### src/rtl/axi_ar_rr_arbiter.sv
// Round-robin AXI read-address arbiter with ID prefixing, R-channel routing and
// per-master outstanding-burst limiting. Define AXI_AR_ARB_STALL_CNT_EN for per-master stall counters.
module axi_ar_rr_arbiter #(
    parameter int NB_MASTER       = 3,
    parameter int AXI_ADDR_WIDTH  = 32,
    parameter int AXI_DATA_WIDTH  = 32,
    parameter int AXI_ID_IN_WIDTH = 2,
    parameter int IDX_WIDTH       = 2,
    parameter int MAX_OUTSTANDING = 4
) (
    input  logic                                     clk,
    input  logic                                     rst,
    input  logic [NB_MASTER-1:0]                     m_arvalid_i,
    output logic [NB_MASTER-1:0]                     m_arready_o,
    input  logic [NB_MASTER*AXI_ADDR_WIDTH-1:0]      m_araddr_i,
    input  logic [NB_MASTER*AXI_ID_IN_WIDTH-1:0]     m_arid_i,
    input  logic [NB_MASTER*8-1:0]                   m_arlen_i,
    output logic                                     s_arvalid_o,
    input  logic                                     s_arready_i,
    output logic [AXI_ADDR_WIDTH-1:0]                s_araddr_o,
    output logic [IDX_WIDTH+AXI_ID_IN_WIDTH-1:0]     s_arid_o,
    output logic [7:0]                               s_arlen_o,
    input  logic                                     s_rvalid_i,
    output logic                                     s_rready_o,
    input  logic [IDX_WIDTH+AXI_ID_IN_WIDTH-1:0]     s_rid_i,
    input  logic [AXI_DATA_WIDTH-1:0]                s_rdata_i,
    input  logic                                     s_rlast_i,
    output logic [NB_MASTER-1:0]                     m_rvalid_o,
    input  logic [NB_MASTER-1:0]                     m_rready_i,
    output logic [AXI_ID_IN_WIDTH-1:0]               m_rid_o,
    output logic [AXI_DATA_WIDTH-1:0]                m_rdata_o,
    output logic                                     m_rlast_o,
`ifdef AXI_AR_ARB_STALL_CNT_EN
    output logic [NB_MASTER*16-1:0]                  stall_cnt_o,
`endif
    output logic                                     err_o
);

    localparam int         SID_W   = IDX_WIDTH + AXI_ID_IN_WIDTH;
    localparam logic [3:0] MAX_OUT = 4'(MAX_OUTSTANDING);

    typedef enum logic {IDLE, ISSUE} state_t;

    state_t                     state_q, state_d;
    logic [IDX_WIDTH-1:0]       ptr_q, ptr_d;
    logic [AXI_ADDR_WIDTH-1:0]  araddr_q, araddr_d;
    logic [SID_W-1:0]           arid_q, arid_d;
    logic [7:0]                 arlen_q, arlen_d;
    logic [3:0]                 cnt_q [NB_MASTER];
    logic [3:0]                 cnt_d [NB_MASTER];
    logic                       err_q, err_d;

    logic [NB_MASTER-1:0]       eligible;
    logic                       gnt_found;
    logic [IDX_WIDTH-1:0]       gnt_idx;
    logic [IDX_WIDTH-1:0]       r_idx;
    logic                       r_idx_ok;
    logic                       r_last_hs;
    logic                       issue_hs;

    always_comb begin
        for (int i = 0; i < NB_MASTER; i++) begin
            eligible[i] = m_arvalid_i[i] && (cnt_q[i] < MAX_OUT);
        end
    end

    // First eligible master at distance 1..NB_MASTER from the last winner.
    always_comb begin
        gnt_found = 1'b0;
        gnt_idx   = '0;
        for (int k = 1; k <= NB_MASTER; k++) begin
            for (int i = 0; i < NB_MASTER; i++) begin
                if (!gnt_found && eligible[i] && (((int'(ptr_q) + k) % NB_MASTER) == i)) begin
                    gnt_found = 1'b1;
                    gnt_idx   = IDX_WIDTH'(i);
                end
            end
        end
    end

    // Next-state and AR capture.
    always_comb begin
        state_d  = state_q;
        ptr_d    = ptr_q;
        araddr_d = araddr_q;
        arid_d   = arid_q;
        arlen_d  = arlen_q;
        unique case (state_q)
            IDLE: begin
                if (gnt_found) begin
                    state_d = ISSUE;
                    ptr_d   = gnt_idx;
                    for (int i = 0; i < NB_MASTER; i++) begin
                        if (gnt_idx == IDX_WIDTH'(i)) begin
                            araddr_d = m_araddr_i[i*AXI_ADDR_WIDTH +: AXI_ADDR_WIDTH];
                            arid_d   = {gnt_idx, m_arid_i[i*AXI_ID_IN_WIDTH +: AXI_ID_IN_WIDTH]};
                            arlen_d  = m_arlen_i[i*8 +: 8];
                        end
                    end
                end
            end
            ISSUE: begin
                if (s_arready_i) state_d = IDLE;
            end
            default: state_d = IDLE;
        endcase
    end

    // FSM outputs; the grant is held off while rst is high.
    always_comb begin
        m_arready_o = '0;
        s_arvalid_o = (state_q == ISSUE);
        if (!rst && (state_q == IDLE) && gnt_found) begin
            for (int i = 0; i < NB_MASTER; i++) begin
                m_arready_o[i] = (gnt_idx == IDX_WIDTH'(i));
            end
        end
    end

    assign s_araddr_o = araddr_q;
    assign s_arid_o   = arid_q;
    assign s_arlen_o  = arlen_q;

    // R routing by ID prefix; beats with an unknown prefix are accepted and dropped.
    assign r_idx     = s_rid_i[SID_W-1 -: IDX_WIDTH];
    assign r_idx_ok  = (int'(r_idx) < NB_MASTER);
    assign m_rid_o   = s_rid_i[AXI_ID_IN_WIDTH-1:0];
    assign m_rdata_o = s_rdata_i;
    assign m_rlast_o = s_rlast_i;

    always_comb begin
        m_rvalid_o = '0;
        s_rready_o = !r_idx_ok;
        for (int i = 0; i < NB_MASTER; i++) begin
            if (r_idx == IDX_WIDTH'(i)) begin
                m_rvalid_o[i] = s_rvalid_i;
                s_rready_o    = m_rready_i[i];
            end
        end
    end

    assign issue_hs  = (state_q == ISSUE) && s_arready_i;
    assign r_last_hs = s_rvalid_i && s_rready_o && s_rlast_i && r_idx_ok;

    always_comb begin
        err_d = err_q || (s_rvalid_i && !r_idx_ok);
        for (int i = 0; i < NB_MASTER; i++) begin
            logic inc, dec;
            inc = issue_hs && (ptr_q == IDX_WIDTH'(i));
            dec = r_last_hs && (r_idx == IDX_WIDTH'(i));
            if (dec && (cnt_q[i] == 4'd0)) err_d = 1'b1;
            unique case ({inc, dec})
                2'b10:   cnt_d[i] = cnt_q[i] + 4'd1;
                2'b01:   cnt_d[i] = (cnt_q[i] == 4'd0) ? 4'd0 : cnt_q[i] - 4'd1;
                default: cnt_d[i] = cnt_q[i];
            endcase
        end
    end

    assign err_o = err_q;

    always_ff @(posedge clk) begin
        // NOTE: the counter array is reset along with the control state; a stale count would block a master forever.
        if (rst) begin
            state_q  <= IDLE;
            ptr_q    <= IDX_WIDTH'(NB_MASTER - 1);
            araddr_q <= '0;
            arid_q   <= '0;
            arlen_q  <= '0;
            err_q    <= 1'b0;
            for (int i = 0; i < NB_MASTER; i++) cnt_q[i] <= '0;
        end else begin
            state_q  <= state_d;
            ptr_q    <= ptr_d;
            araddr_q <= araddr_d;
            arid_q   <= arid_d;
            arlen_q  <= arlen_d;
            err_q    <= err_d;
            for (int i = 0; i < NB_MASTER; i++) cnt_q[i] <= cnt_d[i];
        end
    end

`ifdef AXI_AR_ARB_STALL_CNT_EN
    logic [15:0] stall_q [NB_MASTER];
    logic [15:0] stall_d [NB_MASTER];

    always_comb begin
        for (int i = 0; i < NB_MASTER; i++) begin
            stall_d[i] = stall_q[i];
            if (m_arvalid_i[i] && !m_arready_o[i] && (stall_q[i] != 16'hFFFF))
                stall_d[i] = stall_q[i] + 16'd1;
            stall_cnt_o[i*16 +: 16] = stall_q[i];
        end
    end

    always_ff @(posedge clk) begin
        if (rst) begin
            for (int i = 0; i < NB_MASTER; i++) stall_q[i] <= '0;
        end else begin
            for (int i = 0; i < NB_MASTER; i++) stall_q[i] <= stall_d[i];
        end
    end
`endif

endmodule

### config.mk
export PLATFORM = sky130hd
export DESIGN_NAME = axi_ar_rr_arbiter
export DESIGN_NICKNAME = d
export VERILOG_FILES = /design/src/rtl/axi_ar_rr_arbiter.sv
export SDC_FILE = /design/constraint.sdc
export NUM_CORES = 1
export LEC_CHECK = 0
export BUFFER_PORTS_ARGS = -buffer_cell sky130_fd_sc_hd__buf_2
export CAP_MARGIN = 20
export CORE_MARGIN = 3
export CORE_UTILIZATION = 35
export DETAILED_ROUTE_END_ITERATION = 10
export GPL_TIMING_DRIVEN = 0
export PLACE_DENSITY = 0.69
export SYNTH_ARGS = -nofsm -noshare
export SYNTH_HDL_FRONTEND = slang
export SYNTH_SLANG_ARGS = --single-unit
### constraint.sdc
create_clock -name clk -period 3.4 [get_ports clk]
set_input_delay 0.17 -clock clk [delete_from_list [all_inputs] [get_ports clk]]
set_output_delay 0.17 -clock clk [all_outputs]
set_load 0.05 [all_outputs]
==> results by group, run 1 <==
Outcome
  – Status: finished clean

Cells and area
  – Synthesis-to-layout area growth: 40.00%
  – Post-route cell area: 5544 sq um
  – FILL cells: 1082
  – Antenna diodes: 0
  – Final net count: 866
  – Fraction of layout cells with a size suffix above 1: 44.95%

Synth
  – Adder-cell area share of the yosys netlist: 4.423%
  – Distinct cells, synth: 43
  – Fraction of registers with async set/reset: 0%
  – Cell accounting for the most synthesized area: dfxtp_1
  – Ys flop type: dfxtp_1
  – Synth Area in XOR/XNOR: 0%
  – Post-synthesis net count: 629
  – Main combinational cell family by area after synthesis: compound AO/OA/AOI/OAI gates
  – Post-synth EDFFs: 0
  – Yosys top cell area share: 30.33%
  – Post-synthesis mux area share: 0%
  – Post-Synthesis Cells: 442
  – Average size of a mapped cell: 8.959 sq um
  – Cell with the most instances after synthesis: dfxtp_1
  – FF+latch count, synth: 60
  – Synth area leaders: dfxtp_1, a32o_1, a211o_1, buf_4, and3_1
  – Seq/Total Area, Yosys: 30.33%
  – Netlist Area Pre-Place: 3960 sq um
  – Compound-Gate Fraction of Synth Area: 29.04%
  – Simple-gate portion of the synthesized area: 23.38%
  – Synth cell count leaders: dfxtp_1, and3_1, nand2b_1, a211o_1, a32o_1
  – YS warnings: 0

Route
  – Post-route ant nets: 0
  – Top Layer Used: met4
  – Pre-antenna DRT Iters: 4
  – DR WL met3: 979 um
  – Drt drc: 0
  – DR WL met2: 6625 um
  – WL per Instance: 16.11 um
  – DR iter-0 viols: 254
  – Via count: 4354
  – M1 wire length: 5363 um
  – Drt via density: 5.290
  – DRT Wirelength: 13260 um

Place
  – GPL Wtd Cong: 0.8940
  – HPWL Detailed: 10400 um
  – Dpl cell area: 5266 sq um
  – IO Port Bufs: 226

Die
  – Die area: 12630 sq um
  – Die Ht: 112.4 um
  – Core area: 10940 sq um
  – FP Rows: 38
  – Io pins: 261
  – Die width: 112.4 um
  – Starting Density: 36.21%

Hold path
  – Min-delay src: s_rvalid_i
  – HP Class: in2reg
  – WHS Path Cells: 3

Timing
  – Final Hold Vio Count: 0
  – Final period utilization: 89.39%
  – Fin Setup TNS: 0 ps
  – Max-slew violation count: 0
  – Setup-failing EPs final: 0
  – Clk_skew: 9.125 ps
  – Max Fclk: 329.0 MHz
  – Relative slew slack: 44.92%
  – Worst Max-Slew Pin Slew: 819.3 ps
  – Unrepaired setup endpoints after global routing: no
  – Min Tclk post-route: 3039 ps

Pwr
  – Logic pwr share: 52.7%
  – P_sw: 0.001816 W
  – Maximum vdd drop: 397.1 uV
  – Clk pwr share: 21.6%
  – Int Pwr: 0.002101 W
  – Pwr Density: 706.6 nW/um^2
  – Sw Ratio: 46.37%
  – Sequential power share: 25.7%
  – Leakage: 2.857 nW

Setup path
  – Crit-path slowest cell: nor4_2
  – Crit-path cells: inv_1 -> ha_1 -> and4bb_1 -> nor4_2 -> buf_6 -> buf_4 -> and2_1 -> buf_2
  – R2R depth: 8
  – Crit path from: ptr_q[0]$_SDFFE_PP0P_
  – Critical path class: reg2out
  – Worst EP arrival: 2870 ps
  – Slowest stage delay, CP: 750 ps
  – Required @ worst endpoint: 3230 ps
  – Worst Setup Start Kind: flip-flop
  – R2r startpoint: ptr_q[1]$_SDFFE_PP1P_
  – CP endpoint kind: output port
  – Worst-path maximum fanout: 10

Clock tree
  – CTS clk-pin slew, worst paths: 50 ps
  – Hold_buf cts: 0
  – CTS Buf Count: 9
  – Clock root buffer: clkbuf_16
  – CTS tree: built
  – Post-cts resize count: 0
  – Clock Latency Late Sink: 320 ps
  – Total clock sinks: 60
  – Setup repair bufs after CTS: 0
  – H-tree depth: 3
  – Deepest clock path buffer count: 2

Job
  – Max Cap Viol: 0

Global route
  – Vias in the first global route: 4227
  – Initial antenna violation count: 0
  – Tot GR Track Use: 19.38%
  – Largest net degree at the start of global routing: 11
  – Global-route wire length before repair: 20310 um
  – Remaining global-route overflow: 0
registers in the layout (all words and copies together) (netlist names):
| name | count |
|---|---|
| s_araddr_o | 32 |
| cnt_q | 12 |
| s_arlen_o | 8 |
| s_arid_o | 4 |
| ptr_q | 2 |
| err_o | 1 |
| s_arvalid_o | 1 |
path summary, 6_finish.rpt:
kind | to | slack, ps
setup reg to reg | s_araddr_o[30]$_SDFFE_PP0P_ | 770
hold / removal | err_o$_SDFF_PP0_ | 180
setup / recovery | m_arready_o[2] | 360
hold reg to reg | s_arlen_o[7]$_SDFFE_PP0P_ | 460
power groups by stage:
stage	Combinational, W	Clock (W)	Sequential, W
after CTS	0.00207	0.000864	0.00100
after global placement	0.00204	0	0.00101
after floorplan	0.000937	0	0.00162
final	0.00207	0.000845	0.00101
after detailed placement	0.00207	0	0.00102
after global routing	0.00219	0.000895	0.00103
through the flow:
stage	cells	power [W]	hold slack (ps)	util, %	worst slack, ps
6_report	823	0.003917	176.2	50.70	360.6
5_1_grt	823	0.004118	183.8	50.70	152.2
4_1_cts	823	0.003942	171.5	50.70	273.9
3_5_place_dp	808	0.003084	449.5	48.16	598.4
3_3_place_gp	808	0.003043	444.5	48.16	690.5
2_1_floorplan	442	0.002560	342.7	-	376.9
logic make-up (layout without fill, tap and decap cells):
group,count (synthesis),in the layout
adders and majority gates,14,14
DFF,60,60
buffers and inverters,81,322
AOI/OAI and AO/OA,137,137
and+or+nand+nor,150,150
layer usage:
layer,up-vias,global-route usage [%]
met5,-,0
met4,0,6.651
met3,23,3.881
met2,201,34.49
met1,2014,23.22
li1,2116,-
area by class of cell:
cell class,count,area (sq um),share of cell area [%]
flip-flops and latches,60,1201,21.67
plain buffers,70,466.7,8.418
repair buffers,226,1131,20.40
well taps,140,175.2,3.160
multi-input cells,301,2251,40.60
inverters,11,41.29,0.7448
clock inverters,4,25.02,0.4514
clock buffers,11,252.7,4.559
cell usage in the layout (no fill, tap or decap), types with 2 or more instances in the layout:
master	instances
buf_2	236
dfxtp_1	60
nand2b_1	45
and3_1	45
a211o_1	42
a32o_1	42
buf_4	39
nor2_1	20
a21oi_1	16
clkbuf_1	15
ha_1	14
inv_1	11
a211oi_1	10
clkbuf_16	9
o21ai_0	8
nand2_1	7
buf_6	6
a31oi_1	6
nor2b_1	5
nand3_1	5
nor3b_1	3
or3_1	3
a311oi_1	3
and2_1	2
or2_2	2
or4b_2	2
nand4b_1	2
a21o_1	2
a22oi_1	2
clkinv_2	2
clkinvlp_4	2
clkbuf_8	2
critical path: cells and delay by family (launching register included):
kind / cells / cell delay [ps]
and+or+nand+nor: 3 / 1150
DFF: 1 / 380
adders and majority gates: 1 / 230
buffers and inverters: 4 / 790
Power figures use the tool's default switching activity.
==> run 2: changes to the inputs <==
--- a/config.mk
+++ b/config.mk
@@ -5,7 +5,7 @@
 export SDC_FILE = /design/constraint.sdc
 export NUM_CORES = 1
 export LEC_CHECK = 0
-export BUFFER_PORTS_ARGS = -buffer_cell sky130_fd_sc_hd__buf_2
+export BUFFER_PORTS_ARGS = -buffer_cell sky130_fd_sc_hd__buf_4
 export CAP_MARGIN = 20
 export CORE_MARGIN = 3
 export CORE_UTILIZATION = 35
==> results by group, run 2 (synthesis gave the netlist of run 1 again) <==
Pwr
  – Sw Ratio: 43.29% (-3.1 points)
  – Clk pwr share: 23.8% (+2.2 points)
  – Total power: 0.004268 W (+9.0%)
  – P_sw: 0.001848 W (+1.7%)
  – Leakage: 3.041 nW (+6.4%)
  – Maximum vdd drop: 356.6 uV (-10%)
  – Sequential power share: 23.8% (-1.9 points)
  – Logic pwr share: 52.4% (-0.3 points)
  – Int Pwr: 0.002420 W (+15%)
  – Pwr Density: 692.0 nW/um^2 (-2.1%)

Die
  – Die area: 12630 sq um (unchanged)
  – Die width: 112.4 um (unchanged)
  – FP Rows: 38 (unchanged)
  – Starting Density: 36.21% (unchanged)
  – Core area: 10940 sq um (unchanged)
  – Io pins: 261 (unchanged)
  – Die Ht: 112.4 um (unchanged)

Timing
  – Relative slew slack: 48.83% (+3.9 points)
  – Max-slew violation count: 0 (unchanged)
  – Fin Setup TNS: 0 ps (unchanged)
  – Setup-failing EPs final: 0 (unchanged)
  – Final period utilization: 87.76% (-1.6 points)
  – Final hold slack: 155.3 ps (-20.94 ps)
  – Clk_skew: 14.31 ps (+5.188 ps)
  – Worst Slack Setup Final: 416.2 ps (+55.60 ps)
  – Unrepaired setup endpoints after global routing: no
  – Worst Max-Slew Pin Slew: 761.3 ps (-58.06 ps)
  – Final Hold Vio Count: 0 (unchanged)
  – Max Fclk: 335.1 MHz (+1.9%)
  – Min Tclk post-route: 2984 ps (-55.60 ps)

Cells and area
  – Fraction of layout cells with a size suffix above 1: 45.03% (+0.080 points)
  – Antenna diodes: 0 (unchanged)
  – Commonest cells after routing, fill and taps aside: buf_4, dfxtp_1, nand2b_1, and3_1
  – Commonest non-fill, non-tap cell in the layout: buf_4
  – Number of flip-flops under the largest register name: 32 (unchanged)
  – Final net count: 866 (unchanged)
  – Synthesis-to-layout area growth: 55.77%

Route
  – Post-route ant nets: 0 (unchanged)
  – Via count: 4389 (+0.80%)
  – Drt drc: 0 (unchanged)
  – Pre-antenna DRT Iters: 5 (+1)
  – DRT Wirelength: 13890 um (+4.8%)
  – Drt via density: 5.326 (+0.68%)
  – DR iter-0 viols: 215 (-15%)
  – WL per Instance: 16.86 um (+4.6%)

Setup path
  – Crit-path cells: inv_1 -> ha_1 -> and4bb_1 -> nor4_2 -> buf_6 -> buf_4 -> and2_1 -> buf_4
  – Slowest stage delay, CP: 710 ps (-40 ps)
  – Required @ worst endpoint: 3230 ps (about the same)
  – Reg2reg setup slack: 760 ps (about the same)
  – Worst-path maximum fanout: 10 (unchanged)
  – Reg2reg end: s_araddr_o[30]$_SDFFE_PP0P_
  – Critical path class: reg2out
  – Worst EP arrival: 2810 ps (-60 ps)
  – Crit path from: ptr_q[0]$_SDFFE_PP0P_
  – CP endpoint kind: output port
  – Worst setup path endpoint: m_arready_o[2]
  – Worst Setup Start Kind: flip-flop
  – R2r startpoint: ptr_q[1]$_SDFFE_PP1P_
  – Most used cell along the critical path: buf_4
  – R2R depth: 8 (unchanged)
  – Crit-path slowest cell: nor4_2

Clock tree
  – Total clock sinks: 60 (unchanged)
  – Clock Latency Late Sink: 330 ps (about the same)
  – Setup repair bufs after CTS: 0 (unchanged)
  – Hold_buf cts: 0 (unchanged)
  – CTS tree: built
  – CTS clk-pin slew, worst paths: 60 ps (about the same)
  – H-tree depth: 3 (unchanged)
  – CTS Buf Count: 9 (unchanged)
  – Clock root buffer: clkbuf_16
  – Deepest clock path buffer count: 2 (unchanged)
  – Post-cts resize count: 0 (unchanged)

Global route
  – Tot GR Track Use: 20.87% (+1.5 points)
  – Initial antenna violation count: 0 (unchanged)
  – Vias in the first global route: 4349 (+2.9%)
  – Global-route wire length before repair: 21460 um (+5.6%)
  – Largest net degree at the start of global routing: 12 (+1)
  – Remaining global-route overflow: 0 (unchanged)

Place
  – GPL Wtd Cong: 0.8945 (about the same)
  – HPWL Detailed: 10980 um (+5.6%)
  – IO Port Bufs: 226 (unchanged)
  – Pre-CTS setup slack: 732.8 ps (+134.4 ps)

Job
  – Max Cap Viol: 0 (unchanged)

Hold path
  – HP Class: in2reg

Outcome
  – Status: finished clean
==> run 2: cell count changes in the layout (fill, tap and decap cells not counted) <==
| cell | previous run | this run |
|---|---|---|
| buf_2 | 236 | 10 |
| buf_4 | 39 | 265 |
| bufinv_16 | 0 | 2 |
| clkinv_2 | 2 | 0 |
| clkinv_4 | 0 | 1 |
==> run 2: area by class of cell <==
type                    count  area (sq um)
repair buffers            226          1697
flip-flops and latches     60          1201
clock inverters             5         83.83
multi-input cells         301          2251
clock buffers              11         252.7
well taps                 140         175.2
inverters                  11         41.29
fillers                  1005          4767
plain buffers              70         466.7
==> run 2: stage by stage <==
stage	util, %	cell area [sq um]	instances
6_report	56.41	6168	824
5_1_grt	56.41	6168	824
4_1_cts	56.41	6168	824
3_5_place_dp	53.33	5832	808
3_3_place_gp	53.33	5832	808
2_1_floorplan	-	3960	442
==> run 2: power by group through the flow <==
stage                     Clock [W]  Sequential (W)  Combinational [W]
after floorplan                   0         0.00162           0.000937
after global placement            0         0.00101            0.00221
after detailed placement          0         0.00102            0.00224
after CTS                   0.00104         0.00101            0.00224
after global routing        0.00107         0.00104            0.00236
final                       0.00102         0.00102            0.00224
==> run 2: worst min-delay path by stage <==
stage,start,to,slack (ps),depth (start not counted)
after global placement,s_araddr_o[9]$_SDFFE_PP0P_,s_araddr_o[9]$_SDFFE_PP0P_,450,1
after CTS,s_arready_i,s_arvalid_o$_SDFF_PP0_,150,3
after detailed placement,s_araddr_o[29]$_SDFFE_PP0P_,s_araddr_o[29]$_SDFFE_PP0P_,450,1
after global routing,s_arready_i,s_arvalid_o$_SDFF_PP0_,160,3
final,s_arready_i,s_arvalid_o$_SDFF_PP0_,160,3
after floorplan,s_rid_i[3],err_o$_SDFF_PP0_,340,2
==> run 2: critical path, delay by kind of cell (launching register included) <==
kind | cells | cell delay (ps)
AND/OR/NAND/NOR | 3 | 1120
buffers and inverters | 4 | 720
flip-flops | 1 | 400
adder cells (fa/ha/maj) | 1 | 230
==> run 2: layer usage <==
layer  GRT usage (%)  share of wire (%)  wire length, um  up-vias
met5               0                  0                0        -
met4           8.173                3.1              430        0
met3           5.768                8.0             1114       29
met2           37.03                 51             7040      196
met1           23.69                 38             5304     2045
li1                -                  -                -     2119
